--- src/rtl/instr_queue_if.sv ---
// Fetch/decode handshake bundle for instr_queue.
// The queue connects to the slave modport; the environment drives the master side.
interface instr_queue_if #(parameter int DEPTH = 4);
  localparam int CW = $clog2(DEPTH) + 1;

  logic          fetch_valid_i;
  logic [31:0]   fetch_instr_i;
  logic [31:0]   fetch_pc_i;
  logic          fetch_stall_o;
  logic          flush_i;
  logic          valid_o;
  logic [31:0]   instr_o;
  logic [31:0]   pc_o;
  logic          ready_i;
  logic [CW-1:0] count_o;

  modport master (
    output fetch_valid_i, fetch_instr_i, fetch_pc_i, flush_i, ready_i,
    input  fetch_stall_o, valid_o, instr_o, pc_o, count_o
  );

  modport slave (
    input  fetch_valid_i, fetch_instr_i, fetch_pc_i, flush_i, ready_i,
    output fetch_stall_o, valid_o, instr_o, pc_o, count_o
  );
endinterface

--- src/rtl/instr_queue.sv ---
// Show-ahead fetch->decode FIFO of {pc, instr} pairs with full-stall and flush.
// Outputs depend only on registered state; no bypass from fetch to decode.
module instr_queue #(
  parameter int DEPTH = 4
) (
  input  logic         clk_i,
  input  logic         rst_i,
  instr_queue_if.slave q
);
  localparam int AW = $clog2(DEPTH);
  localparam int CW = AW + 1;

  typedef struct packed {
    logic [31:0] pc;
    logic [31:0] instr;
  } entry_t;

  entry_t          mem [DEPTH];
  logic [AW-1:0]   wptr, rptr;
  logic [CW-1:0]   count;
  logic            full, empty, push, pop;
  entry_t          head;

  assign full  = (count == CW'(DEPTH));
  assign empty = (count == '0);
  assign push  = q.fetch_valid_i && !full && !q.flush_i;
  assign pop   = !empty && q.ready_i && !q.flush_i;

  // Flush only rewinds pointers; stale storage is unreachable once count is 0.
  always_ff @(posedge clk_i) begin
    if (rst_i || q.flush_i) begin
      wptr  <= '0;
      rptr  <= '0;
      count <= '0;
    end else begin
      if (push) wptr <= wptr + AW'(1);
      if (pop)  rptr <= rptr + AW'(1);
      count <= count + CW'(push) - CW'(pop);
    end
  end

  always_ff @(posedge clk_i) begin
    if (push && !rst_i) mem[wptr] <= '{pc: q.fetch_pc_i, instr: q.fetch_instr_i};
  end

  assign head            = mem[rptr];
  assign q.valid_o       = !empty;
  assign q.instr_o       = empty ? 32'h0 : head.instr;
  assign q.pc_o          = empty ? 32'h0 : head.pc;
  assign q.fetch_stall_o = full;
  assign q.count_o       = count;
endmodule

--- src/flat_wrapper.sv ---
// flat-port wrapper written by rule: the top's interface ports become plain ports
module instr_queue_flat 
#(
  parameter int DEPTH = 4
)
  (clk_i, rst_i, q_fetch_valid_i, q_fetch_instr_i, q_fetch_pc_i, q_flush_i, q_ready_i, q_fetch_stall_o, q_valid_o, q_instr_o, q_pc_o, q_count_o);
  instr_queue_if #(.DEPTH(DEPTH)) q_i ();
  input  logic clk_i;
  input  logic rst_i;
  input wire logic [$bits(q_i.fetch_valid_i)-1:0] q_fetch_valid_i;
  input wire logic [$bits(q_i.fetch_instr_i)-1:0] q_fetch_instr_i;
  input wire logic [$bits(q_i.fetch_pc_i)-1:0] q_fetch_pc_i;
  input wire logic [$bits(q_i.flush_i)-1:0] q_flush_i;
  input wire logic [$bits(q_i.ready_i)-1:0] q_ready_i;
  output wire logic [$bits(q_i.fetch_stall_o)-1:0] q_fetch_stall_o;
  output wire logic [$bits(q_i.valid_o)-1:0] q_valid_o;
  output wire logic [$bits(q_i.instr_o)-1:0] q_instr_o;
  output wire logic [$bits(q_i.pc_o)-1:0] q_pc_o;
  output wire logic [$bits(q_i.count_o)-1:0] q_count_o;
  assign q_i.fetch_valid_i = q_fetch_valid_i;
  assign q_i.fetch_instr_i = q_fetch_instr_i;
  assign q_i.fetch_pc_i = q_fetch_pc_i;
  assign q_i.flush_i = q_flush_i;
  assign q_i.ready_i = q_ready_i;
  assign q_fetch_stall_o = q_i.fetch_stall_o;
  assign q_valid_o = q_i.valid_o;
  assign q_instr_o = q_i.instr_o;
  assign q_pc_o = q_i.pc_o;
  assign q_count_o = q_i.count_o;
  instr_queue #(.DEPTH(DEPTH)) u_core (.clk_i(clk_i), .rst_i(rst_i), .q(q_i));
endmodule
--- config.mk ---
export PLATFORM = sky130hd
export DESIGN_NAME = instr_queue_flat
export DESIGN_NICKNAME = d
export VERILOG_FILES = /design/src/rtl/instr_queue_if.sv /design/src/rtl/instr_queue.sv /design/src/flat_wrapper.sv
export SDC_FILE = /design/constraint.sdc
export NUM_CORES = 1
export LEC_CHECK = 0
export BUFFER_PORTS_ARGS = -buffer_cell sky130_fd_sc_hd__buf_4
export CAP_MARGIN = 20
export CORE_MARGIN = 2
export CORE_UTILIZATION = 52
export CTS_CLUSTER_DIAMETER = 40
export DETAILED_ROUTE_END_ITERATION = 16
export GPL_ROUTABILITY_DRIVEN = 0
export PLACE_DENSITY_LB_ADDON = 0.25
export SKIP_CTS_REPAIR_TIMING = 1
export SLEW_MARGIN = 20
export SYNTH_ARGS = -nofsm -noshare
export SYNTH_HDL_FRONTEND = slang
export SYNTH_SLANG_ARGS = --single-unit
export TNS_END_PERCENT = 10
--- constraint.sdc ---
create_clock -name clk_i -period 10.5 [get_ports clk_i]
set_input_delay 2.1 -clock clk_i [delete_from_list [all_inputs] [get_ports clk_i]]
set_output_delay 2.1 -clock clk_i [all_outputs]
set_load 0.005 [all_outputs]
# [Word level (Yosys, flattened, before mapping)]
# Memory sizes are Yosys's and may differ from the RTL's. A register that Yosys moved wholly into a read port is not among the register bits.
# Cells that the tools add are included.
[word_totals] ram_bits=256 out_inout_bits=69 memories=1 word_cells=26 reg_bits=7
[op_classes] eq_ne=1 addsub=4 n_mux=6 n_reduce_logical=11
[mem_list] name="u_core.mem" depth=4 word_bits=64 read_ports=1 rd_clocked_by_memory_dff=1 wr=1 line="instr_queue.sv:18" source="entry_t mem [DEPTH];"
[op_table] operator="32-bit 2-to-1 mux" count=2
[op_table] operator="1-bit logical AND" count=5
[op_table] operator="2-bit by 1-bit adder with 2-bit output (second input constant)" count=2
[op_table] operator="1-bit zero test" count=4
[op_table] operator="2-bit 2-to-1 mux" count=2
[op_table] operator="3-bit by 1-bit adder with 3-bit output" count=1
[op_table] operator="3-bit == test (second input constant)" count=1
[op_table] operator="3-bit zero test" count=1
[op_table] operator="3-bit by 1-bit subtractor with 3-bit output" count=1
[op_table] operator="1-bit 2-to-1 mux" count=2
[op_table] operator="1-bit logical OR" count=1

# [Longest topological paths before layout]
# Gate-level depths: netlist of run 1.
[depth] depth_word=7 depth_mapped=8 depth_no_buf=8

# [Least setup slack after synthesis of run 1]
# No wires, ideal clock.
[synth_path] path_kind="input-to-reg" start="in q_flush_i" end="mem u_core.mem[1][0] (netlist bit) (enable)" path_buffers=1 arrival_time_ns=7.304 cell_stages=3 t_required_ns=9.922 path_slack_ns=2.618 path_cell_list="or3b_1 > buf_6 > nor3b_1"
[synth_via] elab_chain_len=5
[synth_lines] item="start: declaration" line="flat_wrapper.sv:13" source="input wire logic [$bits(q_i.flush_i)-1:0] q_flush_i;"
[synth_lines] item="1-bit zero test" line="instr_queue.sv:26" source="assign push = q.fetch_valid_i && !full && !q.flush_i;"
[synth_lines] item="1-bit logical AND" line="instr_queue.sv:26"
[synth_lines] item="1-bit logical AND" line="instr_queue.sv:43" source="if (push && !rst_i) mem[wptr] <= '{pc: q.fetch_pc_i, instr: q.fetch_instr_i};"
[synth_lines] item="1-bit 2-to-1 mux" line="instr_queue.sv:43"
[synth_lines] item="1-bit 2-to-1 mux (implied by the code)" line="instr_queue.sv:43"
[synth_lines] item="end: declaration" line="instr_queue.sv:18"
# No other way between the ends.

==> results of run 1 <==
[Yosys cell counts]
cell type	count
mux4_1	4
ha_1	6
clkbuf_1	8
o31ai_1	1
nor3_1	4
buf_6	2
or3_1	1
dfxtp_1	9
and2_1	66
nor2_1	2
nor3b_1	3
o311ai_0	1
fa_1	1
mux4_2	60
buf_2	6
xor2_1	2
edfxtp_1	256
nand2_1	4
buf_12	6
or3b_1	1
nor3b_2	2
clkbuf_2	1
inv_1	7
mux2i_1	2
xnor2_1	2
[logic make-up after synthesis]
kind of cell / after synthesis / synth area share
AOI/OAI and AO/OA: 2 / 0.00159
xor gates and xnor gates: 4 / 0.00342
adders and majority gates: 7 / 0.00928
buffers and inverters: 30 / 0.0228
DFF: 265 / 0.768
muxes: 66 / 0.144
and+or+nand+nor: 83 / 0.0506
[final cells by class]
cell class              count  share of cell area
clock buffers              39              0.0728
clock inverters            22              0.0284
inverters                   7             0.00205
multi-input cells         162               0.169
flip-flops and latches    265               0.614
well taps                 265              0.0259
repair buffers            147              0.0876
[flip-flops by register name (all words and copies together) (netlist names), named ones only]
| signal | flops |
|---|---|
| u_core.q.count_o | 3 |
| u_core.wptr | 2 |
| u_core.rptr | 2 |
| u_core.mem | 256 |
[worst paths after layout]
path / to / cells after the start
hold / removal: u_core.wptr[1]$_SDFFE_PP0N_ / 2
setup reg to reg: u_core.mem[1][62]$_DFFE_PP_ / 4
hold reg to reg: u_core.wptr[1]$_SDFFE_PP0N_ / 2
setup / recovery: q_pc_o[31] / 5
[power breakdown]
group	switching, W	internal (W)	total (W)
Clock	0.000427	0.000865	0.00129
Sequential	0.00000363	0.00117	0.00117
Combinational	0.0000471	0.0000547	0.000102
[routing by layer]
layer  wire length (µm)  global-route usage  vias up
met5                  0                   0        -
met1               7490               0.237     2549
met3               1260              0.0523       42
met4                465              0.0675        0
li1                   -                   -     2174
met2               9690               0.314      148
[stage by stage]
stage / instances / utilization / area (µm²)
6_report: 907 / 0.661 / 12800
4_1_cts: 907 / 0.661 / 12800
3_3_place_gp: 845 / 0.592 / 11500
5_1_grt: 907 / 0.661 / 12800
2_1_floorplan: 457 / - / 10200
3_5_place_dp: 846 / 0.594 / 11500
[tightest hold or removal path, cell delays in order (launching register included)]
cell,delay (ps)
dfxtp_1,340
nand2_1,70
mux2i_1,60
[cells in the final DEF (no fill, tap or decap), types with 2 or more instances in the layout]
cell | Yosys | routed
inv_1 | 7 | 7
clkinv_1 | 0 | 2
clkinvlp_4 | 0 | 4
clkbuf_1 | 8 | 2
xor2_1 | 2 | 2
bufinv_16 | 0 | 9
clkbuf_16 | 0 | 37
nor3b_2 | 2 | 2
xnor2_1 | 2 | 2
ha_1 | 6 | 6
nor2_1 | 2 | 2
edfxtp_1 | 256 | 256
inv_6 | 0 | 3
clkinv_2 | 0 | 2
mux4_2 | 60 | 60
nand2_1 | 4 | 4
buf_4 | 0 | 146
nor3_1 | 4 | 4
mux4_1 | 4 | 4
and2_1 | 66 | 66
dfxtp_1 | 9 | 7
dfxtp_4 | 0 | 2
mux2i_1 | 2 | 2
nor3b_4 | 0 | 2
==> flow_summary.ini, run 1 <==
[power_and_ir_drop]
power.leakage_nw = 4.44
power_w = 0.00257
power_density_nw_per_um2 = 200
ir_worst_vdd_mv = 0.163

[finish]
nNetsFinal = 693
multiInputGateArea_um2 = 2170
drive_gt1_frac = 0.422
n_antenna_cell = 0
syn2layout_area_growth_pct = 25.2
seqCellArea_um2 = 7880
n_fill_cell = 1323

[sta]
finalClockSkew_ps = 19.0
drv_slew = 0
clock.fmax_mhz = 210
tightest_slew_ps = 983
post-route-period-util = 0.454
slew_headroom = 0.345
rsz0062_at_grt = no
hold_viol = 0
setup_ws_ps = 5730
setup_violations = 0
period_minus_slack_ps = 4770
tns_ps = 0
whs_ps = 511

[logic_synthesis]
syn_avg_cell_area_um2 = 22.4
yosys.area.top_type_share = 0.751
ys_ff_latch = 265
synth_area_leader_cell = edfxtp_1
synth_cells = 457
ys_warn_count = 0
ys_top_cells_by_area = edfxtp_1 (75%), mux4_2 (13%), and2_1 (4.0%)
yosys.cell_types.count = 25
netlist_area_um2 = 10200
syn_nets = 533
ys_seq_area_frac = 0.768

[worst_setup_path]
required_ps = 8400
crit_path_end_kind = primary output
cpPeakStageDelay_ps = 590
critPathKind = reg2out
cp_slowest_cell = mux4_1
crit_path_max_fanout = 34
path_common_cell = buf_4
cp.arrival_ps = 2670
crit_chain = buf_4, buf_16, mux4_1, and2_1, buf_4
r2r_start = u_core.q.count_o[1]$_SDFF_PP0_
cp-start-kind = flip-flop
critical_path.top_delay_family = buffers and inverters
reg2reg_slack_ps = 8230
cp_num_buf_inv = 3

[drt]
dr_total_vias = 4913
firstDrtPassIters = 5
ant_nets = 0
wl_per_cell_um = 20.8
viasPerCell = 5.42
drc_errors = 0
wirelength_um = 18900
initialDrtViolationCount = 309

[clock_tree]
cts_inserted_buffers = 34
path_clk_slew_ps = 60
cts_tree = yes
ctsHtreeMaxLevel = 2
clkSinkCount = 265
clk-insertion-delay-late_ps = 500
clockBufferDepth = 3
cts-root-buf = clkbuf_16

[floorplanning]
row_count = 51
pin_count = 138
core_um2 = 19400
start_util = 0.528
die_w_um = 144
dieHeight_um = 144
dieArea_um2 = 20800

[global_routing]
grt_overflow_total = 0
gr-usage-all-layers = 0.188
antenna_found_initial = 0
grt_pass1_wl_um = 28800
grt_pass1_vias = 5342
grt_max_degree = 66

[place]
io_buffers = 137
dp_slack_ps = 6170
dp_hpwl_um = 11000

[run_status]
outcome = completed

[job]
drv_cap = 0

[hold_path]
min_from = u_core.wptr[1]$_SDFFE_PP0N_
hold_class = reg2reg
No activity file was read; power rests on OpenSTA's default activity.
==> run 2, diff against run 1 <==
Clock period 10.5 ns to 4.1 ns, I/O delays scaled along.
==> run 2 against run 1 <==
  * Clock-buffer cell count shrank 3
  * Critical endpoint is now q_pc_o[1]
  * Register-to-register slack lost 6400 ps
  * Sequential cell count unchanged
  * Critical path depth fell by 1
  * Setup slack got worse by 4800 ps
  * Die area did not move
  * Worst hold slack got worse by 2.1 ps
  * Cell count shrank 0.33%
  * Core utilization fell by 0.85 points
  * Sequential share of layout area grew 0.80 points
  * Non-clock buffer count unchanged
==> flow_summary.ini, run 2 (same netlist as run 1, synthesis figures left out) <==
[run_status]
outcome = completed

[worst_setup_path]
cp.arrival_ps = 2400
critPathKind = reg2out
cp-start-kind = flip-flop
required_ps = 3280
crit_path_max_fanout = 43
crit_chain = buf_12, mux4_1, and2_1, buf_4
cpPeakStageDelay_ps = 670
cp_slowest_cell = mux4_1
crit_path_end_kind = primary output

[finish]
final_common_cell = edfxtp_1
nNetsFinal = 693
top_register = u_core.mem
drive_gt1_frac = 0.416
n_antenna_cell = 0
layout_common_cells = edfxtp_1 (256), buf_4 (146), and2_1 (66), mux4_2 (60), clkbuf_16 (35)
multiInputGateArea_um2 = 2180
largest_reg_flops = 256
fin_area_um2 = 12700
seqCellArea_um2 = 7880
syn2layout_area_growth_pct = 23.6
n_fill_cell = 1349

[drt]
initialDrtViolationCount = 326
wirelength_um = 18400
drc_errors = 0
ant_nets = 0
viasPerCell = 5.31
firstDrtPassIters = 4
wl_per_cell_um = 20.4
dr_total_vias = 4800

[power_and_ir_drop]
power.switching_w = 0.00117
intPower_w = 0.00501
power.leakage_nw = 4.38
ir_worst_vdd_mv = 0.351
p_clk_frac = 0.472
power_density_nw_per_um2 = 488
switching_share = 0.190
power_w = 0.00618
power_frac_comb = 0.041
seqPwrFrac = 0.487

[clock_tree]
clockBufferDepth = 3
cts_inserted_buffers = 34
cts-root-buf = clkbuf_16
ctsHtreeMaxLevel = 2
clk-insertion-delay-late_ps = 500
path_clk_slew_ps = 50
cts_tree = yes
clkSinkCount = 265

[floorplanning]
dieArea_um2 = 20800
core_um2 = 19400
row_count = 51
pin_count = 138
dieHeight_um = 144
die_w_um = 144
start_util = 0.528

[sta]
hold_viol = 0
drv_slew = 0
rsz0062_at_grt = no
whs_ps = 509
slew_headroom = 0.344
finalClockSkew_ps = 18.7
post-route-period-util = 0.784
setup_violations = 0
tns_ps = 0
period_minus_slack_ps = 3220
tightest_slew_ps = 984
clock.fmax_mhz = 311
setup_ws_ps = 884

[hold_path]
hold_class = reg2reg

[global_routing]
gr-usage-all-layers = 0.182
antenna_found_initial = 0
grt_overflow_total = 0
grt_max_degree = 66
grt_pass1_wl_um = 28100
grt_pass1_vias = 5154

[job]
drv_cap = 0

[place]
placed_cell_area_um2 = 11500
io_buffers = 137
dp_hpwl_um = 10900
dp_slack_ps = 1340
## run 2: layer usage
layer  GRT usage  share of wire  vias to the layer above
met2       0.302           0.52                      126
met5           0              0                        -
met1       0.241           0.41                     2481
li1            -              -                     2169
met3      0.0437          0.058                       24
met4      0.0562          0.018                        0
## run 2: cell type report
| type | count | share of cell area |
|---|---|---|
| Sequential cell | 265 | 0.622 |
| Multi-Input combinational cell | 162 | 0.172 |
| Clock buffer | 36 | 0.0695 |
| Timing Repair Buffer | 147 | 0.0882 |
| Tap cell | 265 | 0.0262 |
| Clock inverter | 22 | 0.0199 |
| Inverter | 7 | 0.00208 |
## run 2: through the flow
| stage | util | instances |
|---|---|---|
| 6_report | 0.652 | 904 |
| 5_1_grt | 0.652 | 904 |
| 4_1_cts | 0.652 | 904 |
| 3_5_place_dp | 0.594 | 846 |
| 3_3_place_gp | 0.594 | 846 |
| 2_1_floorplan | - | 457 |
## run 2: power groups by stage
stage | clock [W] | combinational (W) | sequential, W
after floorplan | 0 | 0.000109 | 0.00306
after detailed placement | 0 | 0.000260 | 0.00306
final | 0.00292 | 0.000256 | 0.00301
after global placement | 0 | 0.000251 | 0.00306
after global routing | 0.00308 | 0.000281 | 0.00301
after CTS | 0.00298 | 0.000261 | 0.00301
## run 2: worst paths after layout
check                                       from                             end  slack, ps  cells past startpoint
hold reg to reg      u_core.wptr[1]$_SDFFE_PP0N_     u_core.wptr[1]$_SDFFE_PP0N_        510                      2
hold / removal       u_core.wptr[1]$_SDFFE_PP0N_     u_core.wptr[1]$_SDFFE_PP0N_        510                      2
setup reg to reg  u_core.q.count_o[2]$_SDFF_PP0_  u_core.q.count_o[2]$_SDFF_PP0_       1800                      7
setup / recovery                       flip-flop                       q_pc_o[1]        880                      4
## run 2: critical path: cells and delay by family, from the launching register on
kind | cells | cell delay [ps]
multiplexers | 1 | 670
buffers and inverters | 2 | 490
flip-flops | 1 | 530
AND/OR/NAND/NOR | 1 | 190
